## config.mk

```make
export PLATFORM = sky130hd
export DESIGN_NAME = conv2_relu_maxpool
export DESIGN_NICKNAME = d
export VERILOG_FILES = /design/src/rtl/conv2_relu_maxpool.sv
export SDC_FILE = /design/constraint.sdc
export NUM_CORES = 1
export LEC_CHECK = 0
export ABC_AREA = 1
export CAP_MARGIN = 10
export CORE_MARGIN = 2
export CORE_UTILIZATION = 46
export CTS_CLUSTER_DIAMETER = 60
export DETAILED_ROUTE_END_ITERATION = 6
export GPL_TIMING_DRIVEN = 0
export PLACE_DENSITY = 0.64
export SLEW_MARGIN = 40
export SYNTH_ARGS = -nofsm -noshare
export SYNTH_HDL_FRONTEND = slang
export SYNTH_SLANG_ARGS = --single-unit
export TNS_END_PERCENT = 1
```

## constraint.sdc

```tcl
create_clock -name clk -period 3.9 [get_ports clk]
set_input_delay 0.78 -clock clk [delete_from_list [all_inputs] [get_ports clk]]
set_output_delay 0.78 -clock clk [all_outputs]
set_load 0.05 [all_outputs]
```

## src/rtl/conv2_relu_maxpool.sv

```systemverilog
// Bias + ReLU + 12-bit saturation followed by 2x2/stride-2 max pooling on a
// raster-ordered conv2 result stream for a single output channel.
module conv2_relu_maxpool #(
    parameter int                     IN_W   = 14,
    parameter int                     OUT_W  = 12,
    parameter int                     WIDTH  = 8,
    parameter int                     HEIGHT = 8,
    parameter logic signed [IN_W-1:0] BIAS   = '0
) (
    input  logic                    clk,
    input  logic                    rst_n,
    input  logic                    valid_in,
    input  logic signed [IN_W-1:0]  data_in,
    output logic        [OUT_W-1:0] data_out,
    output logic                    valid_out,
    output logic                    frame_done
);

    localparam int CW    = $clog2(WIDTH);
    localparam int RW    = $clog2(HEIGHT);
    localparam int LB_D  = WIDTH / 2;
    localparam int LB_AW = (LB_D > 1) ? $clog2(LB_D) : 1;
    localparam logic signed [IN_W:0] SAT_MAX = (IN_W+1)'((1 << (OUT_W - 1)) - 1);

    function automatic logic [OUT_W-1:0] umax(input logic [OUT_W-1:0] a,
                                              input logic [OUT_W-1:0] b);
        return (a > b) ? a : b;
    endfunction

    logic [CW-1:0]    col_q, col_d;
    logic [RW-1:0]    row_q, row_d;
    logic [OUT_W-1:0] hold_q, hold_d;
    logic [OUT_W-1:0] data_out_q, data_out_d;
    logic             valid_out_q, valid_out_d;
    logic             frame_done_q, frame_done_d;

    logic [OUT_W-1:0] linebuf [LB_D];
    logic [LB_AW-1:0] lb_idx;
    logic [OUT_W-1:0] lb_rdata;
    logic             lb_we;
    logic [OUT_W-1:0] lb_wdata;

    logic signed [IN_W:0] sum;
    logic [OUT_W-1:0]     relu;
    logic [OUT_W-1:0]     pair_max;
    logic                 last_col;
    logic                 last_row;

    // One extra bit of headroom makes the bias add overflow-free.
    always_comb begin
        sum = $signed({data_in[IN_W-1], data_in}) + $signed({BIAS[IN_W-1], BIAS});
        if (sum[IN_W]) begin
            relu = '0;
        end else if (sum > SAT_MAX) begin
            relu = SAT_MAX[OUT_W-1:0];
        end else begin
            relu = sum[OUT_W-1:0];
        end
    end

    assign lb_idx   = LB_AW'(col_q >> 1);
    assign lb_rdata = linebuf[lb_idx];
    assign pair_max = umax(hold_q, relu);
    assign last_col = (col_q == CW'(WIDTH - 1));
    assign last_row = (row_q == RW'(HEIGHT - 1));

    // NOTE: every signal written here gets a default first so no path leaves it
    // unassigned; a missing default would infer a latch.
    always_comb begin
        col_d        = col_q;
        row_d        = row_q;
        hold_d       = hold_q;
        data_out_d   = data_out_q;
        valid_out_d  = 1'b0;
        frame_done_d = 1'b0;
        lb_we        = 1'b0;
        lb_wdata     = pair_max;

        if (valid_in) begin
            if (last_col) begin
                col_d = '0;
                row_d = last_row ? '0 : row_q + RW'(1);
            end else begin
                col_d = col_q + CW'(1);
            end

            if (!col_q[0]) begin
                hold_d = relu;
            end else if (!row_q[0]) begin
                lb_we = 1'b1;
            end else begin
                data_out_d   = umax(lb_rdata, pair_max);
                valid_out_d  = 1'b1;
                frame_done_d = last_row && last_col;
            end
        end
    end

    // NOTE: sequential state uses non-blocking assignments only, so every flop
    // samples the pre-edge values of the others regardless of block order.
    always_ff @(posedge clk or negedge rst_n) begin
        if (!rst_n) begin
            col_q        <= '0;
            row_q        <= '0;
            hold_q       <= '0;
            data_out_q   <= '0;
            valid_out_q  <= 1'b0;
            frame_done_q <= 1'b0;
        end else begin
            col_q        <= col_d;
            row_q        <= row_d;
            hold_q       <= hold_d;
            data_out_q   <= data_out_d;
            valid_out_q  <= valid_out_d;
            frame_done_q <= frame_done_d;
        end
    end

    // NOTE: the line buffer is deliberately not reset; each entry is written on
    // an even row before the following odd row reads it.
    always_ff @(posedge clk) begin
        if (lb_we) begin
            linebuf[lb_idx] <= lb_wdata;
        end
    end

    assign data_out   = data_out_q;
    assign valid_out  = valid_out_q;
    assign frame_done = frame_done_q;

endmodule

```

==> report_table.html <==
<table>
<tr><th>Metric</th><th>Value</th></tr>
<tr><th colspan="2">Run status</th></tr>
<tr><td>Result of the run</td><td>completed</td></tr>
<tr><th colspan="2">STA</th></tr>
<tr><td>Setup Viol. Count Final</td><td>0</td></tr>
<tr><td>Top achievable clock speed</td><td>0.271 GHz</td></tr>
<tr><td>Slew at the pin closest to its max-slew limit</td><td>0.753 ns</td></tr>
<tr><td>Slew margin rel.</td><td>0.498</td></tr>
<tr><td>Unrepaired setup endpoints after global routing</td><td>false</td></tr>
<tr><td>Final critical-path share of the clock period</td><td>0.945</td></tr>
<tr><td>Final slew viol count</td><td>0</td></tr>
<tr><td>Total negative setup slack</td><td>0 ns</td></tr>
<tr><td>Final min period</td><td>3.69 ns</td></tr>
<tr><td>Largest clock skew in the final design</td><td>slightly above 0.008 ns</td></tr>
<tr><td>Final Hold Fails</td><td>0</td></tr>
<tr><th colspan="2">Setup path</th></tr>
<tr><td>Source of the critical timing path</td><td>data_in[2]</td></tr>
<tr><td>Critical Path Sink Type</td><td>flip-flop</td></tr>
<tr><td>Worst reg2reg path startpoint</td><td>hold_q[9]</td></tr>
<tr><td>Cell with the biggest individual delay on the critical path</td><td>sky130_fd_sc_hd__clkdlybuf4s50_1</td></tr>
<tr><td>WP data required</td><td>~4.2 ns</td></tr>
<tr><td>CP peak stage delay</td><td>0.39 ns</td></tr>
<tr><td>Cell seen most often among critical-path stages</td><td>sky130_fd_sc_hd__nand2_1</td></tr>
<tr><td>Critical path type</td><td>input port to flip-flop</td></tr>
<tr><td>Critical path peak fanout</td><td>5</td></tr>
<tr><td>Crit path DAT</td><td>3.93 ns</td></tr>
<tr><td>Type of origin of the critical path</td><td>input port</td></tr>
<tr><th colspan="2">Route</th></tr>
<tr><td>Drt wl/cell</td><td>~15 um</td></tr>
<tr><td>Iteration count of the initial detailed-routing pass</td><td>5</td></tr>
<tr><td>Number of DRC violations after detailed routing</td><td>0</td></tr>
<tr><td>DRT antenna net count</td><td>0</td></tr>
<tr><td>Via count</td><td>~3.5k</td></tr>
<tr><td>Routed vias/inst</td><td>5.02</td></tr>
<tr><td>DRT iter0 DRCs</td><td>slightly above 200</td></tr>
<tr><td>Final WL</td><td>10.9 mm</td></tr>
<tr><th colspan="2">Placement</th></tr>
<tr><td>Weighted congestion reported at the end of routability-driven placement</td><td>0.863</td></tr>
<tr><td>Detailed-placement wirelength estimate</td><td>6.95 mm</td></tr>
<tr><td>Placed standard-cell area</td><td>0.00478 mm2</td></tr>
<tr><td>IO buf count</td><td>30</td></tr>
<tr><th colspan="2">CTS</th></tr>
<tr><td>Insertion delay of the later-clocked pin in the worst-skew pair</td><td>0.35 ns</td></tr>
<tr><td>Cts hold-fix bufs</td><td>0</td></tr>
<tr><td>Clock sink total</td><td>80</td></tr>
<tr><td>Longest Clk Path Bufs</td><td>2</td></tr>
<tr><td>Clock slew seen by the registers of the worst setup and hold paths</td><td>0.09 ns</td></tr>
<tr><td>CTS tree</td><td>yes</td></tr>
<tr><td>H-tree depth</td><td>3</td></tr>
<tr><td>TritonCTS buffer count</td><td>9</td></tr>
<tr><td>Cell at the root of the clock tree</td><td>sky130_fd_sc_hd__clkbuf_8</td></tr>
<tr><th colspan="2">Die</th></tr>
<tr><td>Top Ports</td><td>31</td></tr>
<tr><td>Initial Util</td><td>0.470</td></tr>
<tr><td>Cell Rows</td><td>35</td></tr>
<tr><td>Die footprint</td><td>0.0101 mm2</td></tr>
<tr><td>Horizontal extent of the die</td><td>101 um</td></tr>
<tr><td>Y dimension of the die</td><td>101 um</td></tr>
<tr><td>Core area</td><td>0.00915 mm2</td></tr>
<tr><th colspan="2">Final layout</th></tr>
<tr><td>Ant. Diodes</td><td>0</td></tr>
<tr><td>Cell area after layout</td><td>0.00582 mm2</td></tr>
<tr><td>Signed area change from the synthesized netlist to the final layout</td><td>35.4%</td></tr>
<tr><td>Area used by multi-input combinational logic</td><td>0.00215 mm2</td></tr>
<tr><td>Register Area</td><td>around 0.0022 mm2</td></tr>
<tr><td>Fill cell instance count of the final layout</td><td>686</td></tr>
<tr><td>Fraction of layout cells with a size suffix above 1</td><td>0.256</td></tr>
<tr><td>Post-layout util</td><td>0.636</td></tr>
<tr><td>Final #Nets</td><td>634</td></tr>
<tr><th colspan="2">Global route</th></tr>
<tr><td>Maximum number of pins on one net before global-route repair</td><td>20</td></tr>
<tr><td>Number of global-route vias before repair</td><td>around 3.4k</td></tr>
<tr><td>Aggregate global-route resource usage</td><td>0.212</td></tr>
<tr><td>Global-route wire length before repair</td><td>16.4 mm</td></tr>
<tr><td>Remaining Overflow, GRT</td><td>0</td></tr>
<tr><td>Number of antenna violations at the first check in global routing</td><td>0</td></tr>
<tr><th colspan="2">Power</th></tr>
<tr><td>Leakage Power</td><td>2.80 nW</td></tr>
<tr><td>Worst supply voltage drop on vdd</td><td>0.000423 V</td></tr>
<tr><td>Total power density per cell area</td><td>about 770 mW/mm2</td></tr>
<tr><td>Power, Total</td><td>0.00447 W</td></tr>
<tr><th colspan="2">Synthesis</th></tr>
<tr><td>Sequential area share after synthesis</td><td>0.521</td></tr>
<tr><td>Unique cell type count in the Yosys netlist</td><td>25</td></tr>
<tr><td>Netlist Area Pre-Place</td><td>0.00430 mm2</td></tr>
<tr><td>Avg Cell Area, Syn</td><td>8.39 um2</td></tr>
<tr><td>Synthesis warning total</td><td>0</td></tr>
<tr><td>Number of cells produced by synthesis</td><td>approximately 510</td></tr>
<tr><td>Number of synthesized register bits</td><td>80</td></tr>
<tr><td>Net count after synthesis</td><td>about 560</td></tr>
<tr><th colspan="2">Flow run</th></tr>
<tr><td>Max capacitance violation total</td><td>0</td></tr>
<tr><th colspan="2">Min path</th></tr>
<tr><td>Class of the tightest hold or removal check</td><td>input port to asynchronous set/reset pin</td></tr>
</table>
registers in the layout, summed over array words and instances, names as in the netlist:
signal and cells:
data_out 12, hold_q 12, col_q 3, frame_done 1, valid_out 1, row_q 3
linebuf 48
worst max-delay path: cells and delay by family:
family,cells,cell delay [ns]
adders and majority gates,2,0.56
and+or+nand+nor,17,1.51
buffers and inverters,6,0.82
AOI/OAI and AO/OA,1,0.24
cells in the final DEF (no fill, tap or decap), types with 2 or more instances in the layout:
master and count:
sky130_fd_sc_hd__clkinvlp_4 3, sky130_fd_sc_hd__nor2_1 19, sky130_fd_sc_hd__nand4_1 2, sky130_fd_sc_hd__nand2_4 11, sky130_fd_sc_hd__buf_2 5, sky130_fd_sc_hd__nand2_1 153, sky130_fd_sc_hd__nand3_1 38, sky130_fd_sc_hd__o21ai_0 14
sky130_fd_sc_hd__nand2_2 19, sky130_fd_sc_hd__nor3_1 3, sky130_fd_sc_hd__inv_2 11, sky130_fd_sc_hd__buf_4 29, sky130_fd_sc_hd__buf_6 8, sky130_fd_sc_hd__a21oi_1 15, sky130_fd_sc_hd__dlymetal6s2s_1 3, sky130_fd_sc_hd__nand3_4 2
sky130_fd_sc_hd__nor3_2 3, sky130_fd_sc_hd__clkbuf_8 9, sky130_fd_sc_hd__o21ai_4 9, sky130_fd_sc_hd__ha_4 15, sky130_fd_sc_hd__ha_1 12, sky130_fd_sc_hd__dfrtp_1 32, sky130_fd_sc_hd__clkdlybuf4s50_1 26, sky130_fd_sc_hd__clkbuf_1 3
sky130_fd_sc_hd__bufinv_16 2, sky130_fd_sc_hd__buf_8 3, sky130_fd_sc_hd__o21ai_1 2, sky130_fd_sc_hd__nor2_4 2, sky130_fd_sc_hd__nor2_2 11, sky130_fd_sc_hd__inv_1 69, sky130_fd_sc_hd__edfxtp_1 48, sky130_fd_sc_hd__a21o_1 2
cell families after synthesis:
| family | count (synthesis) | share of synthesized area |
|---|---|---|
| AND/OR/NAND/NOR | 265 | 0.255 |
| other | 1 | 0.000872 |
| AO/OA/AOI/OAI | 43 | 0.0512 |
| buffers and inverters | 96 | 0.0899 |
| adder cells (fa/ha/maj) | 28 | 0.0814 |
| flip-flops | 80 | 0.521 |
report_power, final:
group	internal, W	leakage (nW)	total (W)	switching, W
registers	0.00112	0.841	0.00125	0.000124
clock network	0.000367	0.104	0.000706	0.000338
logic	0.00100	1.85	0.00252	0.00152
total	0.00249	2.80	0.00447	0.00198
per-layer routing:
metal / track usage / routed length, um / vias up
li1: - / - / 1781
met1: 0.262 / 4520 / 1640
met2: 0.377 / 5620 / 93
met3: 0.0243 / 413 / 27
met4: 0.0864 / 318 / 0
met5: 0 / 0 / -
Yosys cell counts:
library cell | number | area, um2
sky130_fd_sc_hd__a21o_1 | 2 | 15.0
sky130_fd_sc_hd__a21oi_1 | 16 | 80.1
sky130_fd_sc_hd__and2_1 | 1 | 6.26
sky130_fd_sc_hd__buf_2 | 8 | 40.0
sky130_fd_sc_hd__buf_4 | 2 | 15.0
sky130_fd_sc_hd__buf_6 | 1 | 11.3
sky130_fd_sc_hd__clkbuf_1 | 3 | 11.3
sky130_fd_sc_hd__clkbuf_2 | 1 | 5.00
sky130_fd_sc_hd__conb_1 | 1 | 3.75
sky130_fd_sc_hd__dfrtp_1 | 32 | 801
sky130_fd_sc_hd__edfxtp_1 | 48 | 1440
sky130_fd_sc_hd__ha_1 | 28 | 350
sky130_fd_sc_hd__inv_1 | 77 | 289
sky130_fd_sc_hd__inv_2 | 4 | 15.0
sky130_fd_sc_hd__nand2_1 | 179 | 672
sky130_fd_sc_hd__nand2_2 | 4 | 25.0
sky130_fd_sc_hd__nand3_1 | 39 | 195
sky130_fd_sc_hd__nand3_2 | 2 | 20.0
sky130_fd_sc_hd__nand4_1 | 2 | 12.5
sky130_fd_sc_hd__nor2_1 | 29 | 109
sky130_fd_sc_hd__nor2_2 | 3 | 18.8
sky130_fd_sc_hd__nor3_1 | 4 | 20.0
sky130_fd_sc_hd__nor3_2 | 2 | 20.0
sky130_fd_sc_hd__o21ai_0 | 24 | 120
sky130_fd_sc_hd__o21ai_1 | 1 | 5.00
metrics by stage:
step                instances  hold WS (ns)  worst slack, ns
finish                    705         0.335            0.213
global route              705         0.356           0.0620
CTS                       689         0.339         0.000332
detailed placement        656         0.466           -0.845
global placement          654         0.464           -0.795
floorplan                 513         0.453            0.243
path summary, 6_finish.rpt:
path / endpoint / slack [ns] / depth (start not counted)
max in group asynchronous: data_out[8] / 3.14 / 2
min in group clk: data_out[11] / 0.49 / 2
min reg2reg: data_out[11] / 0.49 / 2
max: data_out[4] / 0.21 / 26
max reg2reg: data_out[0] / 0.78 / 20
min: data_out[11] / 0.33 / 1
repair_timing:
item / in CTS / in global routing
setup endpoints to repair: 12 / 12
pin swaps: 17 / 37
endpoints found under the hold margin: 0 / 0
buffers inserted: 13 / 15
gates cloned: 4 / 1
resized for setup: 63 / 67
final cells by class:
cell class                      count  share of cell area
Buffer                             15              0.0238
Clock buffer                        9              0.0213
Clock inverter                      7              0.0176
Inverter                           81              0.0526
Multi-Input combinational cell    337               0.369
Sequential cell                    80               0.385
Tap cell                          111              0.0238
Timing Repair Buffer               65               0.107
(Power assumes the default switching activity.)
